--- src/rtl/mcycle_maindec.sv ---
// mcycle_maindec: main control FSM of the 8-bit multicycle MIPS core.
// Sequences a four-byte instruction fetch, decode, and the per-opcode
// execute / memory / writeback states, driving the datapath enables and
// mux selects plus the 2-bit aluop consumed by the ALU control decoder.
//
// Ports:
//   clk, reset          rising-edge clock, synchronous active-high reset
//   op[5:0]             opcode field IR[31:26]
//   zero                ALU zero flag (same cycle), used only for pcen in BEQEX
//   memread, memwrite   memory strobes
//   alusrca, alusrcb    ALU operand selects
//   aluop               00=add, 01=sub, 10=use funct
//   pcsource            00=ALU result, 01=ALUOut, 10=jump target
//   pcen                PC load enable = pcwrite | (pcwritecond & zero)
//   iord                memory address select, 0=PC, 1=ALUOut
//   irwrite[3:0]        one-hot IR byte-lane write enable
//   regdst, memtoreg    register-file write address / data selects
//   regwrite            register-file write enable
module mcycle_maindec #(
  parameter logic [5:0] OP_LB    = 6'b100000,
  parameter logic [5:0] OP_SB    = 6'b101000,
  parameter logic [5:0] OP_RTYPE = 6'b000000,
  parameter logic [5:0] OP_BEQ   = 6'b000100,
  parameter logic [5:0] OP_J     = 6'b000010,
  parameter logic [5:0] OP_ADDI  = 6'b001000
) (
  input  logic       clk,
  input  logic       reset,
  input  logic [5:0] op,
  input  logic       zero,
  output logic       memread,
  output logic       memwrite,
  output logic       alusrca,
  output logic [1:0] alusrcb,
  output logic [1:0] aluop,
  output logic [1:0] pcsource,
  output logic       pcen,
  output logic       iord,
  output logic [3:0] irwrite,
  output logic       regdst,
  output logic       memtoreg,
  output logic       regwrite
);

  localparam int unsigned STATE_W = 4;

  typedef enum logic [STATE_W-1:0] {
    S_FETCH1  = 4'd0,
    S_FETCH2  = 4'd1,
    S_FETCH3  = 4'd2,
    S_FETCH4  = 4'd3,
    S_DECODE  = 4'd4,
    S_MEMADR  = 4'd5,
    S_LBRD    = 4'd6,
    S_LBWR    = 4'd7,
    S_SBWR    = 4'd8,
    S_ADDIWR  = 4'd9,
    S_RTYPEEX = 4'd10,
    S_RTYPEWR = 4'd11,
    S_BEQEX   = 4'd12,
    S_JEX     = 4'd13
  } state_t;

  // Full control word for one state; pcwrite/pcwritecond stay internal.
  typedef struct packed {
    logic       memread;
    logic       memwrite;
    logic       alusrca;
    logic [1:0] alusrcb;
    logic [1:0] aluop;
    logic [1:0] pcsource;
    logic       pcwrite;
    logic       pcwritecond;
    logic       iord;
    logic [3:0] irwrite;
    logic       regdst;
    logic       memtoreg;
    logic       regwrite;
  } ctrl_t;

  state_t state;
  state_t state_d;
  ctrl_t  ctrl_q;
  ctrl_t  ctrl;
  logic   state_legal;

  // Next-state rule; unknown states and unknown opcodes fall back to FETCH1.
  function automatic state_t next_of(input state_t s, input logic [5:0] o);
    state_t n;
    n = S_FETCH1;
    case (s)
      S_FETCH1:  n = S_FETCH2;
      S_FETCH2:  n = S_FETCH3;
      S_FETCH3:  n = S_FETCH4;
      S_FETCH4:  n = S_DECODE;
      S_DECODE: begin
        if (o == OP_LB || o == OP_SB || o == OP_ADDI) n = S_MEMADR;
        else if (o == OP_RTYPE)                       n = S_RTYPEEX;
        else if (o == OP_BEQ)                         n = S_BEQEX;
        else if (o == OP_J)                           n = S_JEX;
        else                                          n = S_FETCH1;
      end
      S_MEMADR: begin
        if (o == OP_LB)        n = S_LBRD;
        else if (o == OP_SB)   n = S_SBWR;
        else if (o == OP_ADDI) n = S_ADDIWR;
        else                   n = S_FETCH1;
      end
      S_LBRD:    n = S_LBWR;
      S_RTYPEEX: n = S_RTYPEWR;
      default:   n = S_FETCH1;
    endcase
    return n;
  endfunction

  // Moore control word per state; anything not named stays 0.
  function automatic ctrl_t ctrl_of(input state_t s);
    ctrl_t c;
    c = '0;
    case (s)
      S_FETCH1, S_FETCH2, S_FETCH3, S_FETCH4: begin
        c.memread = 1'b1;
        c.alusrcb = 2'b01;
        c.pcwrite = 1'b1;
        case (s)
          S_FETCH1: c.irwrite = 4'b0001;
          S_FETCH2: c.irwrite = 4'b0010;
          S_FETCH3: c.irwrite = 4'b0100;
          default:  c.irwrite = 4'b1000;
        endcase
      end
      S_DECODE:  c.alusrcb = 2'b11;
      S_MEMADR: begin
        c.alusrca = 1'b1;
        c.alusrcb = 2'b10;
      end
      S_LBRD: begin
        c.memread = 1'b1;
        c.iord    = 1'b1;
      end
      S_LBWR: begin
        c.regwrite = 1'b1;
        c.memtoreg = 1'b1;
      end
      S_SBWR: begin
        c.memwrite = 1'b1;
        c.iord     = 1'b1;
      end
      S_ADDIWR:  c.regwrite = 1'b1;
      S_RTYPEEX: begin
        c.alusrca = 1'b1;
        c.aluop   = 2'b10;
      end
      S_RTYPEWR: begin
        c.regwrite = 1'b1;
        c.regdst   = 1'b1;
      end
      S_BEQEX: begin
        c.alusrca     = 1'b1;
        c.aluop       = 2'b01;
        c.pcwritecond = 1'b1;
        c.pcsource    = 2'b01;
      end
      S_JEX: begin
        c.pcwrite  = 1'b1;
        c.pcsource = 2'b10;
      end
      default: c = '0;
    endcase
    return c;
  endfunction

  assign state_d = next_of(state, op);

  // State and control word advance together, so the control flops always
  // hold the decode of the state being entered.
  always_ff @(posedge clk) begin
    if (reset) begin
      state  <= S_FETCH1;
      ctrl_q <= ctrl_of(S_FETCH1);
    end else begin
      state  <= state_d;
      ctrl_q <= ctrl_of(state_d);
    end
  end

  // An upset into an unused encoding must not leak a stale control word.
  assign state_legal = (state <= S_JEX);
  assign ctrl        = state_legal ? ctrl_q : '0;

  assign memread  = ctrl.memread;
  assign memwrite = ctrl.memwrite;
  assign alusrca  = ctrl.alusrca;
  assign alusrcb  = ctrl.alusrcb;
  assign aluop    = ctrl.aluop;
  assign pcsource = ctrl.pcsource;
  assign iord     = ctrl.iord;
  assign irwrite  = ctrl.irwrite;
  assign regdst   = ctrl.regdst;
  assign memtoreg = ctrl.memtoreg;
  assign regwrite = ctrl.regwrite;

  // zero is only consulted while pcwritecond is set, so an undriven flag
  // outside BEQEX cannot reach pcen.
  assign pcen = ctrl.pcwrite | (ctrl.pcwritecond ? zero : 1'b0);

endmodule

--- config.mk ---
export PLATFORM = sky130hd
export DESIGN_NAME = mcycle_maindec
export DESIGN_NICKNAME = d
export VERILOG_FILES = /design/src/rtl/mcycle_maindec.sv
export SDC_FILE = /design/constraint.sdc
export NUM_CORES = 1
export LEC_CHECK = 0
export CORE_ASPECT_RATIO = 1.4
export CORE_MARGIN = 2
export CORE_UTILIZATION = 45
export DETAILED_ROUTE_END_ITERATION = 16
export PLACE_DENSITY = 0.75
export SETUP_SLACK_MARGIN = 0.5
export SYNTH_ARGS = -nofsm -noshare
export SYNTH_HDL_FRONTEND = slang
export SYNTH_SLANG_ARGS = --single-unit
--- constraint.sdc ---
create_clock -name clk -period 2.8 [get_ports clk]
set_input_delay 0.56 -clock clk [delete_from_list [all_inputs] [get_ports clk]]
set_output_delay 0.56 -clock clk [all_outputs]
set_load 0.03 [all_outputs]
==> After elaboration in Yosys (flattened, before gate mapping) <==
Index checks and enable logic that the tools add are counted.
{ "word_totals": {"register_bits": 23, "inputBits": 9, "elab_cells": 79} }
{ "op_classes": {"order_cmp": 1, "eq_ne": 25, "mux": 24, "n_bitwise": 2, "reduce_logical": 12} }
{ "op_table": {"columns": ["operator", "n"], "rows": [
  ["case mux 4 bit (8 select lines)", 1],
  ["== test 4 x 3 -> 1 bit, second input constant", 7],
  ["== test 4 bit, second input constant", 7],
  ["2-to-1 mux 4 bit", 7],
  ["2-to-1 mux 19 bit", 1],
  ["== test 4 x 2 -> 1 bit, second input constant", 4],
  ["== test 6 bit, second input constant", 2],
  ["case mux 4 bit (3 select lines)", 1],
  ["2-to-1 mux 1 bit", 11],
  ["OR reduction 5 bit", 2],
  ["== test 4 x 1 -> 1 bit, second input constant", 2],
  ["zero test 4 bit", 2],
  ["case mux 2 bit (2 select lines)", 2],
  ["== test 6 x 2 -> 1 bit, second input constant", 1],
  ["== test 6 x 3 -> 1 bit, second input constant", 1],
  ["== test 6 x 4 -> 1 bit, second input constant", 1],
  ["zero test 6 bit", 1],
  ["case mux 2 bit (3 select lines)", 1],
  ["OR reduction 3 bit", 2],
  ["less-or-equal comparator 4 bit, second input constant", 1],
  ["OR reduction 2 bit", 2],
  ["OR reduction 4 bit", 1],
  ["logical OR 1 bit", 2],
  ["NOT 1 bit", 1],
  ["OR 1 bit", 1]
]} }

==> Logic depth before layout (Yosys ltp) <==
{ "logic_depth": {"ltp_word": 10, "ltp_mapped": 8, "ltp_nobuf": 6} }

==> Worst setup path before layout <==
Ideal clock, no wire load.
{ "synth_timing": {"kind": "input port to flip-flop", "startpoint": "in op[5]", "endpoint": "reg ctrl_q[9] (netlist name)", "setup_time_ns": 0.093, "arrival_ns": 2.363, "path_slack_ns": 0.343, "path_stages": 8, "cell_sequence": "buf_2 > o21ai_0 > or3b_2 > a2111o_1 > and2_4 > buf_6 > or2_1 > o311ai_2"} }
{ "synth_between": {"elab_chain_len": 9} }
{ "synth_lines": {"columns": ["item", "line_no", "text"], "rows": [
  ["start: declaration", "29", "input logic [5:0] op,"],
  ["== test 6 x 2 -> 1 bit", "100", "else if (o == OP_J) n = S_JEX;"],
  ["2-to-1 mux 4 bit", "100", null],
  ["2-to-1 mux 4 bit", "99", "else if (o == OP_BEQ) n = S_BEQEX;"],
  ["2-to-1 mux 4 bit", "98", "else if (o == OP_RTYPE) n = S_RTYPEEX;"],
  ["2-to-1 mux 4 bit", "97", "if (o == OP_LB || o == OP_SB || o == OP_ADDI) n = S_MEMADR;"],
  ["case mux 4 bit (8 select lines) *", "91", "case (s)"],
  ["== test 4 x 1 -> 1 bit (tied with other cells)", "120", "case (s)"],
  ["OR reduction 5 bit (no source line) *", null, null],
  ["2-to-1 mux 1 bit *", "120", null],
  ["end signal: assignment", "180", "ctrl_q <= ctrl_of(S_FETCH1);"],
  ["end signal: assignment", "183", "ctrl_q <= ctrl_of(state_d);"],
  ["end: declaration", "83", "ctrl_t ctrl_q;"]
]} }
Mark *: on every way between the ends. The rest lies on a longest branch, timed or not.
A chain may end at the register's enable or synchronous reset.

==> Worst setup path in the final report <==
{ "layout_timing": {"startpoint": "reg state[1]", "endpoint": "reg ctrl_q[9] (netlist name)"} }
{ "layout_between": {"elab_chain_len": 5} }
{ "layout_lines": {"columns": ["item", "line_no", "text"], "rows": [
  ["start: declaration", "81", "state_t state;"],
  ["start signal: assignment", "182", "state <= state_d;"],
  ["== test 4 bit (tied with other cells)", "91", null],
  ["case mux 4 bit (8 select lines) *", "91", null],
  ["== test 4 x 1 -> 1 bit (tied with other cells)", "120", null],
  ["OR reduction 5 bit (no source line) *", null, null],
  ["2-to-1 mux 1 bit *", "120", null]
]} }
Marked as above.

==> summary.txt <==
STA
  • Setup WS post-layout: 457 ps
  • Skew final: roughly 0.87 ps
  • RSZ-0062 raised after global routing: true
  • Highest clock rate: about 430 MHz
  • Final Cycle Share: between 80% and 90%
  • Final Hold Fails: 0
  • Setup Viol. Count Final: 0
  • Minimum clock period: around 2300 ps
  • Rel. slew slack: 69.0%
  • Worst Max-Slew Pin Slew: 465 ps
  • Slew Limit Fails: 0

Synthesis
  • Synth Instances: 120
  • Post-synth EDFFs: 0
  • Flops & latches, synth: 22
  • Synthesized area: 0.00103 sq mm
  • Post-synth net total: approximately 130
  • Post-synthesis async set-or-reset flop share: 0%
  • Ys flop type: dfxtp_1
  • Ys Warns: 0
  • Yosys cell types: 38
  • Register area share after synthesis: 42.6%
  • Synth Area per Inst: approximately 8.6 sq um

Detailed routing
  • Initial DRC Count: 26
  • Pre-antenna DRT Iters: 4
  • Final WL: between 2 and 2.5 mm
  • Post-route ant nets: 0
  • WL/cell: 13.6 microns
  • Avg Vias per Cell: roughly 5.7
  • DRC: 0
  • Via Count: 1044

Power
  • Flop pwr share: 55.0%
  • Net switching power: 165 uW
  • Logic gate share of total power: approximately 22%
  • PD cells: 393 mW/mm^2
  • Int Power: 439 uW
  • VDD IR max: around 0.00032 V
  • Clock network fraction of total power: 22.6%
  • Sw Ratio: 27.3%
  • Leakage: 0.000839 uW

Finish
  • Area grow syn2layout: 48.5%
  • Antenna fix cells: 0
  • Highest-count cells in the layout ignoring fill and taps: dfxtp_1, dlymetal6s2s_1, buf_4
  • Share of layout cells above drive strength 1: 23.6%
  • Nets: 172
  • Core Util, Final: 70.5%
  • Most common cell after layout, fill and taps aside: dfxtp_1

Placed design
  • Hpwl dp: 1.71 mm
  • GP Congestion: between 0.8 and 0.9
  • Post-Place Worst Slack: -33.0 ps
  • IO Port Bufs: 26

Global routing
  • Vias in the first global route: slightly above 900
  • Largest net degree at the start of global routing: 18
  • Total gr overflow: 0
  • GRT Util Overall: 20.6%
  • Initial antenna violation count: 0
  • First-pass GRT wire length: 4.01 mm

Floorplan
  • CORE AREA: 0.00218 sq mm
  • I/O pin count: 27
  • DIE AREA: 0.00270 sq mm
  • Chip height: roughly 61 microns
  • Initial Utilization: 47.5%
  • Die outline width: 44.5 microns
  • Row cnt: 20

Critical path
  • Nature of the critical path startpoint: register
  • Critical path fanouts, max: 4
  • Crit end category: register
  • R2R Setup Slk: between 400 and 500 ps
  • Worst Path Arrival: 2560 ps
  • Critical path type: reg -> reg
  • Worst path required time: 3020 ps

Clock network
  • CTS Buf Count: 3
  • H-tree Lvls: 1
  • Reg clk slew, reported paths: ~100 ps
  • Clk Latency, worst-skew pair: around 300 ps
  • Num Clock Sinks: 22
  • TritonCTS clock tree: done
  • CTS Root Buffer Type: clkbuf_4
  • CTS Buffer Depth: 2

Worst hold path
  • Hold/Removal Path Class: reg -> reg

Job
  • Max-Cap Viols: 0

Run status
  • Status: finished, final reports clean
metal layers:
layer	wire [microns]	global-route usage, %	part of all wire (%)
met5	0	0	0
met1	926	22.7	37
met4	91	14.3	3.7
met2	1340	36.4	54
met3	131	1.79	5.3
per-stage QoR:
stage / hold WS, ps / TNS [ps] / power, uW / area (sq um) / std cells
3_3_place_gp: 568 / 0 / 453 / 1370 / 172
2_1_floorplan: 513 / 0 / 405 / 1030 / 120
6_report: 660 / 0 / 604 / 1540 / 183
5_1_grt: 699 / 0 / 629 / 1540 / 183
4_1_cts: 645 / 0 / 595 / 1460 / 182
3_5_place_dp: 572 / -33.0 / 455 / 1370 / 172
power groups by stage:
stage,sequential [uW],combinational [uW],clock (uW)
2_1_floorplan,334,71.3,0
3_3_place_gp,339,114,0
5_1_grt,333,146,149
3_5_place_dp,339,115,0
4_1_cts,331,126,138
6_report,332,135,136
cell usage after synthesis, drive strengths merged, types with 2 or more instances:
cell type | number | share of area, %
a21oi | 2 | 0.97
and2 | 18 | 11
buf | 3 | 1.9
clkbuf | 3 | 1.1
dfxtp | 22 | 43
inv | 4 | 1.5
nand2 | 10 | 3.6
nand2b | 2 | 1.2
nand3 | 5 | 2.4
nor2 | 10 | 3.6
nor3 | 5 | 2.4
nor3b | 6 | 4.4
o21ai | 4 | 1.9
o32a | 2 | 1.9
o32ai | 2 | 1.7
or2 | 2 | 1.2
or3 | 3 | 1.8
or4 | 2 | 1.8
xnor2 | 2 | 1.7
timing repair:
item,4_1_cts,5_1_grt
hold buffers,0,0
hold endpoints to repair,0,0
endpoints found under the setup margin,34,30
pin swaps,8,5
resized for setup,21,24
setup buffers,7,1
logic make-up (layout without fill, tap and decap cells):
group | after synthesis | after routing | synth area share [%]
and+or+nand+nor | 66 | 66 | 36.0
DFF | 22 | 22 | 42.6
AOI/OAI and AO/OA | 19 | 19 | 14.4
buffers and inverters | 10 | 51 | 4.48
xor gates and xnor gates | 3 | 3 | 2.54
worst max-delay path: stages (launching register included):
cell      delay (ps)
dfxtp_4          370
or4_1            510
or4_4            530
o21a_1           190
and2_4           150
or2_4            250
o311ai_2         250
registers in the layout (all words and copies together), names as in the netlist:
name / cells
ctrl_q: 18
state: 4
final cells by class:
cell class,instances,area (sq um)
clock buffers,3,22.5
inverters,4,15.0
repair buffers,44,427
well taps,22,27.5
multi-input cells,88,597
fillers,175,642
flip-flops and latches,22,447
final timing paths:
check	startpoint	to	cells after the start
worst max-delay path	state[1]	ctrl_q[9]	6
worst min-delay path	state[1]	ctrl_q[14]	3
worst max register to register	state[1]	ctrl_q[9]	6
worst min register to register	state[1]	ctrl_q[14]	3
(Power assumes the default switching activity.)
